**src/rtl/pipe_hazard_ctrl.sv**
```systemverilog
// pipe_hazard_ctrl
// Hazard and stall controller for a five-stage in-order pipeline. It detects
// load-use hazards between ID and EX. It freezes the front end while a
// multi-cycle divide runs, and guards that divide with a watchdog. It also
// discards wrong-path instructions after taken jumps and accepted traps.
//
// Ports
//   clk                 core clock
//   rst                 synchronous active-high reset
//   id_reg1_rd_en_i     ID stage reads rs1
//   id_reg1_rd_adder_i  rs1 address
//   id_reg2_rd_en_i     ID stage reads rs2
//   id_reg2_rd_adder_i  rs2 address
//   ex_mem_rd_en_i      EX instruction is a load
//   ex_reg_wr_adder_i   EX destination register
//   ex_div_start_i      EX launches a divide
//   div_ready_i         divider result-valid pulse
//   ex_jump_en_i        taken branch/jump resolved in EX
//   int_assert_i        trap/interrupt accepted
//   hold_pc_o, hold_if_id_o, hold_id_ex_o   freeze the PC / pipeline register
//   flush_if_id_o, flush_id_ex_o            turn the pipeline register into a bubble
//   div_kill_o          abort the divider
//   div_err_o           divider watchdog fired
//   state_o             controller state (0 idle, 1 divide wait, 2 flush)
//   stall_cnt_o         saturating count of cycles with the PC held

module pipe_hazard_ctrl #(
  parameter int REG_ADDR_WIDTH = 5,
  parameter int DIV_MAX_CYCLES = 34
) (
  input  logic                      clk,
  input  logic                      rst,
  input  logic                      id_reg1_rd_en_i,
  input  logic [REG_ADDR_WIDTH-1:0] id_reg1_rd_adder_i,
  input  logic                      id_reg2_rd_en_i,
  input  logic [REG_ADDR_WIDTH-1:0] id_reg2_rd_adder_i,
  input  logic                      ex_mem_rd_en_i,
  input  logic [REG_ADDR_WIDTH-1:0] ex_reg_wr_adder_i,
  input  logic                      ex_div_start_i,
  input  logic                      div_ready_i,
  input  logic                      ex_jump_en_i,
  input  logic                      int_assert_i,
  output logic                      hold_pc_o,
  output logic                      hold_if_id_o,
  output logic                      hold_id_ex_o,
  output logic                      flush_if_id_o,
  output logic                      flush_id_ex_o,
  output logic                      div_kill_o,
  output logic                      div_err_o,
  output logic [1:0]                state_o,
  output logic [15:0]               stall_cnt_o
);

  typedef enum logic [1:0] {
    IDLE     = 2'd0,
    DIV_WAIT = 2'd1,
    FLUSH    = 2'd2,
    UNUSED   = 2'd3
  } state_t;

  // The watchdog has to hold values up to DIV_MAX_CYCLES-1.
  localparam int WD_WIDTH = $clog2(DIV_MAX_CYCLES + 1);
  localparam logic [WD_WIDTH-1:0] WD_LAST = WD_WIDTH'(DIV_MAX_CYCLES - 1);

  state_t              state, state_next;
  logic [WD_WIDTH-1:0] wd_cnt, wd_next;
  logic                load_use;

  // A load into x0 never creates a hazard, because x0 is hard-wired to zero.
  assign load_use = ex_mem_rd_en_i && (ex_reg_wr_adder_i != '0) &&
                    ((id_reg1_rd_en_i && (id_reg1_rd_adder_i == ex_reg_wr_adder_i)) ||
                     (id_reg2_rd_en_i && (id_reg2_rd_adder_i == ex_reg_wr_adder_i)));

  // The state register reads as IDLE for the whole time reset is held, not
  // only after the first clock edge.
  assign state_o = rst ? IDLE : state;

  // Registered state: the FSM state, the divide watchdog and the stall counter.
  always_ff @(posedge clk) begin
    if (rst) begin
      state       <= IDLE;
      wd_cnt      <= '0;
      stall_cnt_o <= '0;
    end else begin
      state  <= state_next;
      wd_cnt <= wd_next;
      if (hold_pc_o && (stall_cnt_o != 16'hFFFF))
        stall_cnt_o <= stall_cnt_o + 16'd1;
    end
  end

  // Next-state and output decode. Within each state, only the event with the
  // highest priority takes effect. The unreachable encoding behaves like IDLE.
  // Every output is forced low while reset is held.
  always_comb begin
    state_next    = state;
    wd_next       = wd_cnt;
    hold_pc_o     = 1'b0;
    hold_if_id_o  = 1'b0;
    hold_id_ex_o  = 1'b0;
    flush_if_id_o = 1'b0;
    flush_id_ex_o = 1'b0;
    div_kill_o    = 1'b0;
    div_err_o     = 1'b0;

    case (state)
      DIV_WAIT: begin
        if (int_assert_i) begin
          div_kill_o    = 1'b1;
          flush_if_id_o = 1'b1;
          flush_id_ex_o = 1'b1;
          state_next    = FLUSH;
        end else if (div_ready_i) begin
          state_next = IDLE;
        end else if (wd_cnt == WD_LAST) begin
          div_kill_o = 1'b1;
          div_err_o  = 1'b1;
          state_next = IDLE;
        end else begin
          hold_pc_o    = 1'b1;
          hold_if_id_o = 1'b1;
          hold_id_ex_o = 1'b1;
          wd_next      = wd_cnt + WD_WIDTH'(1);
        end
      end

      FLUSH: begin
        // This discards the second wrong-path fetch. A new trap restarts the
        // flush sequence instead of returning to IDLE.
        flush_if_id_o = 1'b1;
        if (int_assert_i) begin
          flush_id_ex_o = 1'b1;
          state_next    = FLUSH;
        end else begin
          state_next = IDLE;
        end
      end

      default: begin
        if (int_assert_i || ex_jump_en_i) begin
          flush_if_id_o = 1'b1;
          flush_id_ex_o = 1'b1;
          state_next    = FLUSH;
        end else if (ex_div_start_i) begin
          hold_pc_o    = 1'b1;
          hold_if_id_o = 1'b1;
          hold_id_ex_o = 1'b1;
          wd_next      = '0;
          state_next   = DIV_WAIT;
        end else if (load_use) begin
          // A one-bubble stall: freeze the front end and let the load advance.
          hold_pc_o     = 1'b1;
          hold_if_id_o  = 1'b1;
          flush_id_ex_o = 1'b1;
          state_next    = IDLE;
        end
      end
    endcase

    if (rst) begin
      hold_pc_o     = 1'b0;
      hold_if_id_o  = 1'b0;
      hold_id_ex_o  = 1'b0;
      flush_if_id_o = 1'b0;
      flush_id_ex_o = 1'b0;
      div_kill_o    = 1'b0;
      div_err_o     = 1'b0;
    end
  end

endmodule

```
**config.mk**
```make
export PLATFORM = sky130hd
export DESIGN_NAME = pipe_hazard_ctrl
export DESIGN_NICKNAME = d
export VERILOG_FILES = /design/src/rtl/pipe_hazard_ctrl.sv
export SDC_FILE = /design/constraint.sdc
export NUM_CORES = 1
export LEC_CHECK = 0
export CAP_MARGIN = 20
export CORE_MARGIN = 1.5
export CORE_UTILIZATION = 51
export DETAILED_ROUTE_END_ITERATION = 6
export HOLD_SLACK_MARGIN = 0.12
export PLACE_DENSITY = 0.86
export SETUP_SLACK_MARGIN = 0.1
export SLEW_MARGIN = 20
export SYNTH_ARGS = -nofsm -noshare
export SYNTH_HDL_FRONTEND = slang
export SYNTH_SLANG_ARGS = --single-unit
```
**constraint.sdc**
```tcl
create_clock -name clk -period 5.5 [get_ports clk]
set_input_delay 0.825 -clock clk [delete_from_list [all_inputs] [get_ports clk]]
set_output_delay 0.825 -clock clk [all_outputs]
set_load 0.01 [all_outputs]
```
### Word-level counts from Yosys, hierarchy flattened

Index checks and enable logic that the tools add are counted.

| storage, ports and cells | value |
|---|---|
| register bits after elaboration | 24 |
| word-level logic and storage cells | 73 |
| output and inout bits | 25 |
| bits of input ports | 24 |

| cells by class | value |
|---|---|
| $add $sub $neg | 2 |
| eq/ne operators | 11 |
| bitwise logic cells | 1 |
| reduce and logical (&&, ||, !) cells | 13 |
| muxes and demuxes | 43 |

Operators by type and width:

| operator | count |
|---|---|
| 6-bit 2-to-1 mux | 5 |
| 1-bit 2-to-1 mux | 25 |
| 16-bit by 1-bit adder with 16-bit output (second input constant) | 1 |
| 2-bit 2-to-1 mux | 8 |
| 16-bit != test (second input constant) | 1 |
| 6-bit one-hot mux with 2 select lines | 1 |
| 5-bit == test | 2 |
| 5-bit nonzero test | 2 |
| 6-bit by 1-bit adder with 6-bit output (second input constant) | 1 |
| 6-bit == test (second input constant) | 1 |
| 2-bit != test (second input constant) | 3 |
| 1-bit one-hot mux with 2 select lines | 3 |
| 6-bit AND reduction | 1 |
| 1-bit logical AND | 5 |
| 4-bit != test (second input constant) | 1 |
| 2-bit one-hot mux with 2 select lines | 1 |
| 2-bit by 1-bit == test with 1-bit output (second input constant) | 1 |
| 2-bit == test (second input constant) | 1 |
| 1-bit logical OR | 2 |
| 2-bit by 1-bit != test with 1-bit output (second input constant) | 1 |
| 2-bit AND reduction | 1 |
| 2-bit nonzero test | 1 |
| 2-bit OR reduction | 1 |
| 1-bit NOT | 1 |

### Depth between registers and ports, before layout

Gate-level depths: netlist (run 1).

| depth | value |
|---|---|
| depth in word-level cells | 10 |
| depth in mapped cells | 10 |
| gate-level depth less buffers | 9 |

### Least setup slack after synthesis (run 1)

Ideal clock, no wire load.

| timing | value |
|---|---|
| kind | in2out |
| from | in ex_reg_wr_adder_i[1] |
| to | out hold_pc_o |
| arrival time | 2,137 ps |
| path slack | 2,538 ps |
| path buffers | 2 |
| stages | 6 |
| cell sequence | or4_1 > o21a_1 > a31oi_4 > buf_6 > inv_2 > buf_4 |

| between the ends | value |
|---|---|
| cells in the longest elaborated chain, start to end | 9 |
| elaborated cells between the ends (all ways) | 13 |
| those cells by class | eq/ne: 2; mux: 5; reduce/logical: 6 |

Ends and longest elaborated chain:

| what | line | text |
|---|---|---|
| start: declaration | 38 | `input logic [REG_ADDR_WIDTH-1:0] ex_reg_wr_adder_i,` |
| 5-bit == test, on equally long branches | 71, 72 |  |
| 1-bit logical AND, on equally long branches | 71, 72 |  |
| 1-bit logical OR | 71 | `((id_reg1_rd_en_i && (id_reg1_rd_adder_i == ex_reg_wr_adder_i)) \|\|` |
| 1-bit logical AND * | 70 | `assign load_use = ex_mem_rd_en_i && (ex_reg_wr_adder_i != '0) &&` |
| 1-bit 2-to-1 mux * (3 in series) | - |  |
| 1-bit one-hot mux with 2 select lines * | - |  |
| 1-bit 2-to-1 mux * | - |  |
| end: declaration | 43 | `output logic hold_pc_o,` |

Mark *: on every way between the ends. The rest lies on a longest branch, timed or not.

### Worst setup path after layout (run 1)

| timing | value |
|---|---|
| from | in rst |
| to | out hold_pc_o |

| between the ends | value |
|---|---|
| cells in the longest elaborated chain, start to end | 1 |

Ends and longest elaborated chain:

| what | line | text |
|---|---|---|
| start: declaration | 32 | `input logic rst,` |
| 1-bit 2-to-1 mux | 160 | `if (rst) begin` |

No other way between the ends.

==> results of run 1 <==
[stage by stage]
step | area, sq um | hold slack (ps) | utilization (%) | setup WS, ps | cells
after global routing | 2170 | 540 | 71.1 | 1190 | 279
after global placement | 2130 | 484 | 69.9 | 1390 | 275
after CTS | 2170 | 513 | 71.1 | 1360 | 279
after detailed placement | 2130 | 491 | 69.9 | 1370 | 275
after floorplan | 1630 | 474 | - | 2540 | 190
final | 2170 | 509 | 71.1 | 1340 | 279
[metal layers]
metal  GRT usage (%)  part of all wire, %  wire [microns]
met3            4.15                  6.2             222
met2            36.4                   49            1760
met4            7.30                  1.4              50
met5               0                    0               0
met1            27.0                   44            1580
[kinds of logic after synthesis]
group | share of synthesized area [%]
DFF | 29.5
muxes | 2.61
buffers and inverters | 5.22
adders and majority gates | 3.84
AOI/OAI and AO/OA | 24.8
xor gates and xnor gates | 7.52
and+or+nand+nor | 26.6
[power by group through the flow]
| stage | registers (mW) | clock network [mW] | logic [mW] |
|---|---|---|---|
| final | 0.176 | 0.0971 | 0.0588 |
| after global routing | 0.176 | 0.106 | 0.0636 |
| after CTS | 0.176 | 0.0996 | 0.0589 |
| after detailed placement | 0.180 | 0 | 0.0588 |
| after global placement | 0.180 | 0 | 0.0580 |
| after floorplan | 0.180 | 0 | 0.0295 |
[flip-flops by register name, summed over array words and instances, names as in the netlist]
name	flops
stall_cnt_o	16
state	2
wd_cnt	6
[worst max-delay path, stage by stage]
cell	delay [ps]
sky130_fd_sc_hd__clkdlybuf4s50_1	460
sky130_fd_sc_hd__buf_4	270
sky130_fd_sc_hd__inv_2	140
sky130_fd_sc_hd__nand3_1	140
sky130_fd_sc_hd__a21bo_2	260
sky130_fd_sc_hd__a31oi_4	590
sky130_fd_sc_hd__inv_2	130
sky130_fd_sc_hd__clkdlybuf4s50_1	520
[final cells by class]
| cell class | instances | area [sq um] |
|---|---|---|
| clock buffers | 4 | 36.3 |
| fillers | 245 | 883 |
| inverters | 10 | 37.5 |
| multi-input cells | 147 | 1060 |
| flip-flops and latches | 24 | 480 |
| well taps | 44 | 55.1 |
| repair buffers | 50 | 495 |
[synth_stat cells (all sizes together)]
cell	number	area, sq um
nor4	1	12.5
a32o	1	10.0
a31o	1	8.76
and3	8	50.1
a311oi	1	8.76
nand3	11	55.1
o22ai	1	20.0
and2b	1	7.51
xnor2	12	105
a41oi	2	36.3
xor2	2	17.5
clkbuf	5	18.8
o31ai	9	67.6
mux2	2	22.5
buf	4	28.8
a31oi	1	21.3
nor2	15	56.3
o32ai	1	8.76
ha	5	62.6
inv	10	37.5
o21a	1	7.51
o21ba	1	10.0
a21bo	1	10.0
nor2b	4	25.0
dfxtp	24	480
or2	1	6.26
a21o	1	7.51
o211a	2	27.5
a21oi	14	70.1
o21ai	3	15.0
and2	1	6.26
or3	1	6.26
or4	10	75.1
mux2i	2	20.0
nor3b	1	7.51
nand3b	1	7.51
o311ai	3	26.3
o41ai	3	48.8
nand4	8	50.1
nand2b	1	6.26
or3b	1	11.3
nand2	12	45.0
nor3	1	5.00
[final timing paths]
kind / start / slack [ps] / depth (start not counted) / to
setup / recovery: rst / 1340 / 8 / hold_pc_o
hold / removal: stall_cnt_o[11] / 510 / 2 / stall_cnt_o[11]
setup reg to reg: state[1] / 2810 / 8 / stall_cnt_o[9]
hold reg to reg: stall_cnt_o[11] / 510 / 2 / stall_cnt_o[11]
[cell usage in the layout, fill, tap and decap left out, types with 2 or more instances in the layout]
cell,count
sky130_fd_sc_hd__o41ai_2,3
sky130_fd_sc_hd__mux2i_1,2
sky130_fd_sc_hd__o21ai_1,2
sky130_fd_sc_hd__clkdlybuf4s50_1,48
sky130_fd_sc_hd__inv_1,8
sky130_fd_sc_hd__or4_1,10
sky130_fd_sc_hd__o31ai_1,9
sky130_fd_sc_hd__ha_1,5
sky130_fd_sc_hd__nand4_1,8
sky130_fd_sc_hd__nor2b_1,4
sky130_fd_sc_hd__nand2_1,12
sky130_fd_sc_hd__buf_4,2
sky130_fd_sc_hd__xor2_1,2
sky130_fd_sc_hd__nand3_1,11
sky130_fd_sc_hd__nor2_1,15
sky130_fd_sc_hd__a21oi_1,14
sky130_fd_sc_hd__dfxtp_1,24
sky130_fd_sc_hd__o311ai_1,3
sky130_fd_sc_hd__and3_1,8
sky130_fd_sc_hd__clkbuf_4,3
sky130_fd_sc_hd__xnor2_1,12
sky130_fd_sc_hd__inv_2,2
==> results by stage, run 1 <==
Timing:
- At the pin with the least slew margin, the transition time is 966 ps.
- The ratio of final minimum period to clock period is 75.6%.
- The clock skew after layout is 10.2 ps.
- The max-slew violation count is 0.
- The hold violation total from the final report is 0.
- Setup repair after global routing left no endpoint under its margin.
- The post-layout minimum cycle time is 4160 ps.
- Timing would allow up to 0.240 GHz.
- The worst max-slew margin expressed relative to the limit is 35.1%.
- For the final routed database, the setup TNS stands at 0 ps.
- Setup violations remaining at the end of the flow were counted as 0.

Power and ir drop:
- For this design the static power due to leakage is 0.753 nW.
- The power density of the placed cells is 153 mW/mm^2.
- In this run switching power makes up 25.3% of total power.
- The switching power summed over all nets is 0.0839 mW.
- The share of total power dissipated in combinational logic is 17.7%.
- Internal power comes to 0.248 mW.
- VDD sags by at most 0.0000833 V.
- Power comes to 0.332 mW.
- The part of the power in the clock network is 29.3%.
- The sequential power share is 53.0%.

Routing:
- After detailed routing, the number of remaining DRC violations is 0.
- Detailed routing inserted a total of 1601 vias.
- The final layout contains routed wiring with a total length of 3610 microns.
- The number of design-rule violations left by the first detailed-router iteration is 76.
- In the routed layout, each cell is associated on average with a via count of 5.74.
- After detailed routing, the average wire length per cell comes to 12.9 microns.
- The first detailed-routing pass took 4 iterations.
- The detail route stage leaves a number of antenna-violating nets equal to 0.

Floorplanning:
- The die extent in x is 59.5 microns.
- In this run the core area contains 20 standard-cell rows.
- The initial utilization of the core area, before any placement, comes to 53.4%.
- The area of the die is 0.00355 sq mm.
- The die height is 59.5 microns.
- The top-level port count is 49.
- The area of the placeable core is 0.00305 sq mm.

Final layout:
- The repair_antennas step left the layout with diodes totalling 0.
- After the last flow step, the layout net total stands at 265.
- The ratio of cells with drive above 1 in the final layout is 9.36%.
- The area growth from synthesis to layout is 33.1%.

Synth:
- The area of the mapped netlist is 0.00163 sq mm.
- The net count after synthesis is 219.
- The number of library cell types mapped by synthesis is 50.
- The number of standard cells after synthesis is 190.
- The yosys synthesis warning count is 0.
- The number of storage elements in the synthesis netlist is 24.
- The synthesized area divided by synthesized cell count is 8.58 sq um.
- Sequential cells were found to cover 29.5% of the synthesized design area.

Global routing:
- Global routing finished with a remaining overflow of 0.
- The pin count of the biggest net entering global routing is 29.
- The number of antenna violations at the first check in global routing is 0.
- The total routing usage reported by global routing is 21.4%.
- The wire length of the first global-routing pass is 5900 microns.
- The number of global-route vias before repair is 1398.

Clocking:
- The tree built by TritonCTS fans out to 24 sinks.
- The clock passes through at most 2 buffers.
- The number of buffers created by CTS is 3.
- CTS built an H-tree with a depth of 1.
- The CTS clock-pin slew for the worst setup and hold paths is 130 ps.
- TritonCTS built the clock tree.
- The buffer type at the clock tree root is sky130_fd_sc_hd__clkbuf_4.
- Gates resized during post-CTS repair numbered 0.
- The number of buffers added for setup after CTS is 0.
- The later pin in the worst-skew pair is clocked with a latency of 330 ps.
- The count of hold buffers inserted by post-cts repair is 0.

Worst setup path:
- The worst setup path is captured at an output port.
- The worst setup path is launched from an input port.
- By startpoint and endpoint, the worst setup path is classified as in2out.
- Along the worst path, the maximum fanout reaches 28.
- STA puts the critical path data required time at 4680 ps.
- For the worst setup path, the data arrival time is 3340 ps.

Status:
- The run finished with clean final reports.

Placed design:
- The total of buffers placed on input and output ports is 48.
- At the end of routability-driven placement, the weighted congestion stood at 0.880.
- After legalization and detailed placement, the total HPWL measured 2780 microns.

Worst hold path:
- The tightest min-delay check is of the reg2reg type.

Flow run:
- The tool flagged a number of max-cap violations equal to 0.
Power figures use the tool's default switching activity.
==> inputs of run 2 (changes only) <==
- CORE_UTILIZATION: 51 -> 42
- PLACE_DENSITY: 0.86 -> 0.76
- clock period: 5.5 -> 3.8 ns (I/O delays scaled with it)
==> results by stage, run 2 (synthesis results as in run 1) <==
Routing:
- The number of design-rule violations left by the first detailed-router iteration is 88 (was 76).
- The number of detailed-route iterations in the first pass is 5 (was 4).
- The total wire length after detailed routing came to 3650 microns (was 3610 microns).
- The sum of met2 wire segment lengths after detailed routing is 1810 microns (was 1760 microns).
- The met3 wire length is 166 microns (was 222 microns).
- The via count normalized by instance count is 5.56 (was 5.74).
- The post-detailed-route count of antenna-violating nets came to 0 (unchanged).
- The highest routing layer actually used is met4 (unchanged).
- The average wire length per cell after detail routing is 12.8 microns (was 12.9 microns).
- The DRC violations left is 0 (unchanged).
- The vias after detailed routing is 1579 (was 1601).
- The post-route met1 wirelength is 1650 microns (was 1580 microns).

Timing:
- The final setup violation count is 0 (unchanged).
- Based on the critical path, the design can be clocked at up to 0.302 GHz.
- The final worst hold slack is 499 ps (was 509 ps).
- The worst path uses 87.3% of the clock period.
- The clock skew after layout came to 4.18 ps (was 10.2 ps).
- After layout, the minimum clock period comes to 3320 ps.
- Setup repair after global routing missed its margin: no (unchanged).
- The actual slew at the worst max-slew pin is 436 ps (was 966 ps).
- The hold violation total from the final report is 0 (unchanged).
- The worst max-slew margin expressed relative to the limit was 70.7% (was 35.1%).
- The total negative slack is 0 ps (unchanged).
- The max-slew violation count is 0 (unchanged).

Worst setup path:
- The count of buffer and inverter cells on the critical path was 2 (was 5).
- The required time of the critical path was 3230 ps (was 4680 ps).
- The highest-delay cell along the critical path is sky130_fd_sc_hd__or4_1 (was sky130_fd_sc_hd__a31oi_4).
- The worst reg2reg path depth came to 9 (was 8).
- The category of the critical setup timing path is in2out (unchanged).
- The data arrival at the endpoint of the critical path is 2750 ps (was 3340 ps).
- The nature of the critical path endpoint is an output port (unchanged).
- The type of element launching the critical path was an input port (unchanged).
- The biggest fanout along the worst timing path is 4 (was 28).
- The cell family contributing the most delay on the critical path is buffers and inverters (unchanged).
- The total number of cells along the worst setup path is 7 (was 8).
- The stage delay of the slowest cell on the critical path is 540 ps (was 590 ps).
- Cell breakdown of the critical path: clkdlybuf4s50_1, or4_1, o21a_1, a31o_2, a21oi_1, nor2_1, clkdlybuf4s50_1 (was clkdlybuf4s50_1, buf_4, inv_2, nand3_1, a21bo_2, a31oi_4, inv_2, clkdlybuf4s50_1).
- The most numerous cell type found on the critical path is sky130_fd_sc_hd__clkdlybuf4s50_1.

Power and ir drop:
- The maximum ir drop on the vdd rail is 0.000170 V (was 0.0000833 V).
- The power density of the placed cells is 234 mW/mm^2 (was 153 mW/mm^2).
- The total power is 0.515 mW (was 0.332 mW).
- The leakage power was 0.765 nW (was 0.753 nW).

Final layout:
- The final non-filler cell area is 0.00220 sq mm (was 0.00217 sq mm).
- The flip-flop count of the largest register, all copies and words added is 16 (unchanged).
- Commonest cells after routing, fill and taps aside: 48 x sky130_fd_sc_hd__clkdlybuf4s50_1, 24 x sky130_fd_sc_hd__dfxtp_1, 15 x sky130_fd_sc_hd__nor2_1, 14 x sky130_fd_sc_hd__a21oi_1 (unchanged).
- The number of diodes is 0 (unchanged).
- The ratio of cells with drive above 1 in the final layout is 9.75% (was 9.36%).
- The post-layout net count is 266 (was 265).
- Largest registers: stall_cnt_o x16, wd_cnt x6, state x2 (unchanged).
- The area growth from synthesis to layout is 35.0% (was 33.1%).
- The leading cell type in the layout, fill and taps excluded is sky130_fd_sc_hd__clkdlybuf4s50_1 (unchanged).
- The register containing the most flip-flops in the final layout is stall_cnt_o (unchanged).

Clocking:
- The latest clock arrival within the worst-skew pair is 270 ps (was 330 ps).
- The count of hold buffers inserted by post-cts repair is 0 (unchanged).
- The number of buffers created by CTS is 3 (unchanged).
- The number of buffers added for setup after CTS came to 0 (unchanged).
- The clock net sink count is 24 (unchanged).
- The CTS clock-pin slew for the worst setup and hold paths is 80 ps (was 130 ps).
- The TritonCTS clock tree is done (unchanged).
- The count of cells resized by post-cts repair is 0 (unchanged).
- The maximum level of the CTS H-tree was 1 (unchanged).
- The maximum clock insertion buffer count is 2 (unchanged).
- The buffer type at the clock tree root is sky130_fd_sc_hd__clkbuf_8 (was sky130_fd_sc_hd__clkbuf_4).

Global routing:
- The wire length of the first global-routing pass came to 6280 microns (was 5900 microns).
- The number of global-route vias before repair came to 1466 (was 1398).
- The total routing usage reported by global routing is 18.2% (was 21.4%).
- The pin count of the biggest net entering global routing is 28 (was 29).
- The number of antenna violations at the first check in global routing is 0 (unchanged).
- The remaining global-route overflow is 0 (unchanged).

Placed design:
- The final weighted congestion of routability-driven global placement is 0.811 (was 0.880).
- The sum of net half-perimeters after detailed placement is 2800 microns (was 2780 microns).
- The total of buffers placed on input and output ports is 48 (unchanged).
- The instance area at placement is 0.00215 sq mm (was 0.00213 sq mm).

Status:
- Result of the run: finished, final reports clean (unchanged).

Worst hold path:
- The worst hold path class is reg2reg (unchanged).
- The count of cells along the worst hold path is 2 (unchanged).

Floorplanning:
- The number of placement rows came to 22 (was 20).
- The area of the die is 0.00426 sq mm (was 0.00355 sq mm).
- The die extent in x is 65.3 microns (was 59.5 microns).
- The starting density of the core was 44.2% (was 53.4%).
- The die height is 65.3 microns (was 59.5 microns).
- The area of the placeable core is 0.00369 sq mm (was 0.00305 sq mm).
- The top-level port count was 49 (unchanged).

Flow run:
- The number of violations of the max-capacitance limit came to 0 (unchanged).
==> run 2: changes by cell type in the layout (fill, tap and decap cells not counted), sizes merged <==
| cell | before | now |
|---|---|---|
| buf | 2 | 3 |
==> run 2: where the power goes <==
part           switching, mW  total (mW)  internal, mW
registers            0.00122       0.254         0.253
logic                 0.0383      0.0855        0.0472
clock network         0.0829       0.175        0.0926
total                  0.122       0.515         0.393
==> run 2: path summary, 6_finish.rpt <==
check,slack [ps],to,from
worst max-delay path,480,flush_id_ex_o,ex_reg_wr_adder_i[1]
worst min-delay path,500,stall_cnt_o[11],stall_cnt_o[11]
worst max register to register,1140,stall_cnt_o[14],state[1]
worst min register to register,500,stall_cnt_o[11],stall_cnt_o[11]
==> run 2: stage by stage <==
stage | setup slack (ps) | utilization, % | std cells
final | 484 | 59.7 | 284
after global routing | 394 | 59.7 | 284
after CTS | 475 | 59.7 | 284
after detailed placement | 480 | 58.2 | 280
after global placement | 496 | 58.2 | 280
after floorplan | 1330 | - | 190
==> run 2: cell type report <==
| cell class | count | area, sq um |
|---|---|---|
| clock buffers | 4 | 55.1 |
| fillers | 347 | 1490 |
| inverters | 10 | 37.5 |
| multi-input cells | 147 | 1060 |
| flip-flops and latches | 24 | 480 |
| well taps | 48 | 60.1 |
| repair buffers | 51 | 503 |
==> run 2: worst reg2reg max path, cell delays in order, from the launching register on <==
cell                      delay [ps]
sky130_fd_sc_hd__dfxtp_1         320
sky130_fd_sc_hd__inv_1           100
sky130_fd_sc_hd__ha_1            280
sky130_fd_sc_hd__or3b_4          430
sky130_fd_sc_hd__a41oi_4         250
sky130_fd_sc_hd__o211a_4         210
sky130_fd_sc_hd__a31oi_4          90
sky130_fd_sc_hd__buf_4           230
sky130_fd_sc_hd__or4_1           530
sky130_fd_sc_hd__a21oi_1         150
==> run 2: layer usage <==
layer  vias up  track usage [%]
met2        42             32.9
li1        811                -
met3         2             3.94
met5         -                0
met4         0             4.43
met1       724             21.9
==> inputs of run 3 (changes only) <==
- CORE_ASPECT_RATIO: unset -> 1.25
==> results by stage, run 3 (synthesis results as in run 1) <==
Final layout:
- The fill cell total of the finished layout came to 331 (was 347).
- The post-layout instance count excluding filler cells is 276 (was 284).
- Largest registers: stall_cnt_o x16, wd_cnt x6, state x2 (unchanged).
- The leading cell type in the layout, fill and taps excluded is sky130_fd_sc_hd__clkdlybuf4s50_1 (unchanged).
- The area growth from synthesis to layout is 35.4% (was 35.0%).
- The ratio of cells with drive above 1 in the final layout is 9.75% (unchanged).
- Commonest cells after routing, fill and taps aside: 48 x sky130_fd_sc_hd__clkdlybuf4s50_1, 24 x sky130_fd_sc_hd__dfxtp_1, 15 x sky130_fd_sc_hd__nor2_1, 14 x sky130_fd_sc_hd__a21oi_1 (unchanged).
- The flip-flop count of the largest register, all copies and words added is 16 (unchanged).
- The multi-input combinational cell area is 0.00106 sq mm (unchanged).
- The area taken by flip-flops and latches is 480 sq um (unchanged).
- The post-layout net count was 266 (unchanged).
- The register containing the most flip-flops in the final layout is stall_cnt_o (unchanged).
- The number of diodes is 0 (unchanged).
- The final non-filler cell area was 0.00221 sq mm (was 0.00220 sq mm).

Clocking:
- The clock net sink count is 24 (unchanged).
- The latest clock arrival within the worst-skew pair is 270 ps (about the same).
- The buffer type at the clock tree root was sky130_fd_sc_hd__clkbuf_8 (unchanged).
- The number of buffers added for setup after CTS is 0 (unchanged).
- The CTS clock-pin slew for the worst setup and hold paths came to 90 ps (was 80 ps).
- The count of hold buffers inserted by post-cts repair came to 0 (unchanged).
- The TritonCTS clock tree is done (unchanged).
- The maximum level of the CTS H-tree came to 1 (unchanged).
- The count of cells resized by post-cts repair came to 0 (unchanged).
- The maximum clock insertion buffer count is 2 (unchanged).
- The number of buffers created by CTS came to 3 (unchanged).

Status:
- Result of the run: finished, final reports clean (unchanged).

Routing:
- The post-detailed-route count of antenna-violating nets is 0 (unchanged).
- The via count normalized by instance count was 5.75 (was 5.56).
- The vias after detailed routing came to 1588 (was 1579).
- The number of detailed-route iterations in the first pass is 4 (was 5).
- The sum of met2 wire segment lengths after detailed routing came to 1890 microns (was 1810 microns).
- The DRC violations left is 0 (unchanged).
- The average wire length per cell after detail routing is 13.8 microns (was 12.8 microns).
- The highest routing layer actually used is met4 (unchanged).
- The total wire length after detailed routing is 3820 microns (was 3650 microns).
- The post-route met1 wirelength came to 1790 microns (was 1650 microns).
- The met3 wire length was 123 microns (was 166 microns).
- The number of design-rule violations left by the first detailed-router iteration is 56 (was 88).

Worst setup path:
- The data arrival at the endpoint of the critical path is 2780 ps (was 2750 ps).
- The category of the critical setup timing path is in2out (unchanged).
- The required time of the critical path is 3230 ps (about the same).
- The worst reg2reg path startpoint is state[1] (unchanged).
- The endpoint of the lowest-slack register-to-register path is stall_cnt_o[10] (was stall_cnt_o[14]).
- The endpoint of the worst setup timing path is flush_id_ex_o (unchanged).
- The biggest fanout along the worst timing path was 4 (unchanged).
- The setup slack of the most critical reg-to-reg path is 1180 ps (was 1140 ps).
- The nature of the critical path endpoint is an output port (unchanged).
- The worst reg2reg path depth came to 9 (unchanged).
- The type of element launching the critical path is an input port (unchanged).
- The launch point of the worst path was ex_reg_wr_adder_i[1] (unchanged).

Timing:
- The clock skew after layout came to 3.21 ps (was 4.18 ps).
- The ratio of final minimum period to clock period is 88.3% (was 87.3%).
- The hold violation total from the final report is 0 (unchanged).
- The maximum clock frequency is 0.298 GHz (was 0.302 GHz).
- Setup repair after global routing missed its margin: no (unchanged).
- The post-layout minimum cycle time is 3350 ps (was 3320 ps).
- The worst max-slew margin expressed relative to the limit is 42.7% (was 70.7%).
- The actual slew at the worst max-slew pin is 852 ps (was 436 ps).
- The max-slew violation count is 0 (unchanged).
- The final setup violation count is 0 (unchanged).
- The total negative slack is 0 ps (unchanged).

Placed design:
- The sum of net half-perimeters after detailed placement is 2820 microns (was 2800 microns).
- The total of buffers placed on input and output ports is 48 (unchanged).
- The instance area at placement was 0.00214 sq mm (was 0.00215 sq mm).
- The number of placed instances with taps included was 272 (was 280).
- The final weighted congestion of routability-driven global placement is 0.861 (was 0.811).

Global routing:
- The number of antenna violations at the first check in global routing is 0 (unchanged).
- The wire length of the first global-routing pass is 6280 microns (unchanged).
- The number of global-route vias before repair is 1389 (was 1466).
- The pin count of the biggest net entering global routing is 28 (unchanged).
- The remaining global-route overflow was 0 (unchanged).
- The total routing usage reported by global routing is 18.3% (was 18.2%).

Worst hold path:
- The count of cells along the worst hold path is 2 (unchanged).
- The worst hold path class is reg2reg (unchanged).
- The critical hold path startpoint is stall_cnt_o[15] (was stall_cnt_o[11]).

Floorplanning:
- The die extent in x is 58.7 microns (was 65.3 microns).
- The starting density of the core is 43.4% (was 44.2%).
- The top-level port count was 49 (unchanged).
- The area of the die is 0.00427 sq mm (was 0.00426 sq mm).
- The die height is 72.7 microns (was 65.3 microns).
- The area of the placeable core is 0.00375 sq mm (was 0.00369 sq mm).
- The number of placement rows is 25 (was 22).

Power and ir drop:
- The power density of the placed cells is 256 mW/mm^2 (was 234 mW/mm^2).
- The leakage power came to 0.771 nW (was 0.765 nW).
- The maximum ir drop on the vdd rail is 0.000249 V (was 0.000170 V).

Flow run:
- The number of violations of the max-capacitance limit is 0 (unchanged).
run 3: metal layers:
layer | vias up | global-route usage (%)
met3 | 4 | 2.66
li1 | 801 | -
met2 | 30 | 31.5
met5 | - | 0
met1 | 753 | 24.3
met4 | 0 | 3.54
run 3: report_power, final:
| group | internal [mW] | switching (mW) |
|---|---|---|
| clock | 0.141 | 0.0828 |
| combinational | 0.0473 | 0.0390 |
| sequential | 0.253 | 0.00124 |
| total | 0.441 | 0.123 |
run 3: worst min path at each step:
stage | endpoint | slack, ps
2_1_floorplan | state[0] | 470
3_3_place_gp | stall_cnt_o[15] | 490
3_5_place_dp | stall_cnt_o[11] | 490
4_1_cts | stall_cnt_o[15] | 510
5_1_grt | stall_cnt_o[11] | 530
6_report | stall_cnt_o[15] | 510
run 3: final cells by class:
cell class | instances | area share, %
clock buffer | 3 | 1.87
clock inverter | 1 | 1.36
inverter | 10 | 1.70
multi-input combinational | 147 | 48.2
sequential | 24 | 21.8
tap | 40 | 2.27
timing repair buffer | 51 | 22.8
run 3: worst max-delay path, cell delays in order:
cell	delay (ps)
sky130_fd_sc_hd__clkdlybuf4s50_1	470
sky130_fd_sc_hd__or4_1	560
sky130_fd_sc_hd__o21a_1	250
sky130_fd_sc_hd__a31o_2	250
sky130_fd_sc_hd__a21oi_1	140
sky130_fd_sc_hd__nor2_1	60
sky130_fd_sc_hd__clkdlybuf4s50_1	480
run 3: per-stage QoR:
step / hold slack [ps] / power [mW] / utilization, % / setup WS (ps)
3_3_place_gp: 489 / 0.345 / 56.9 / 492
4_1_cts: 512 / 0.569 / 58.8 / 446
5_1_grt: 535 / 0.589 / 58.8 / 351
3_5_place_dp: 492 / 0.346 / 56.9 / 451
2_1_floorplan: 474 / 0.303 / - / 1330
6_report: 511 / 0.564 / 58.8 / 446
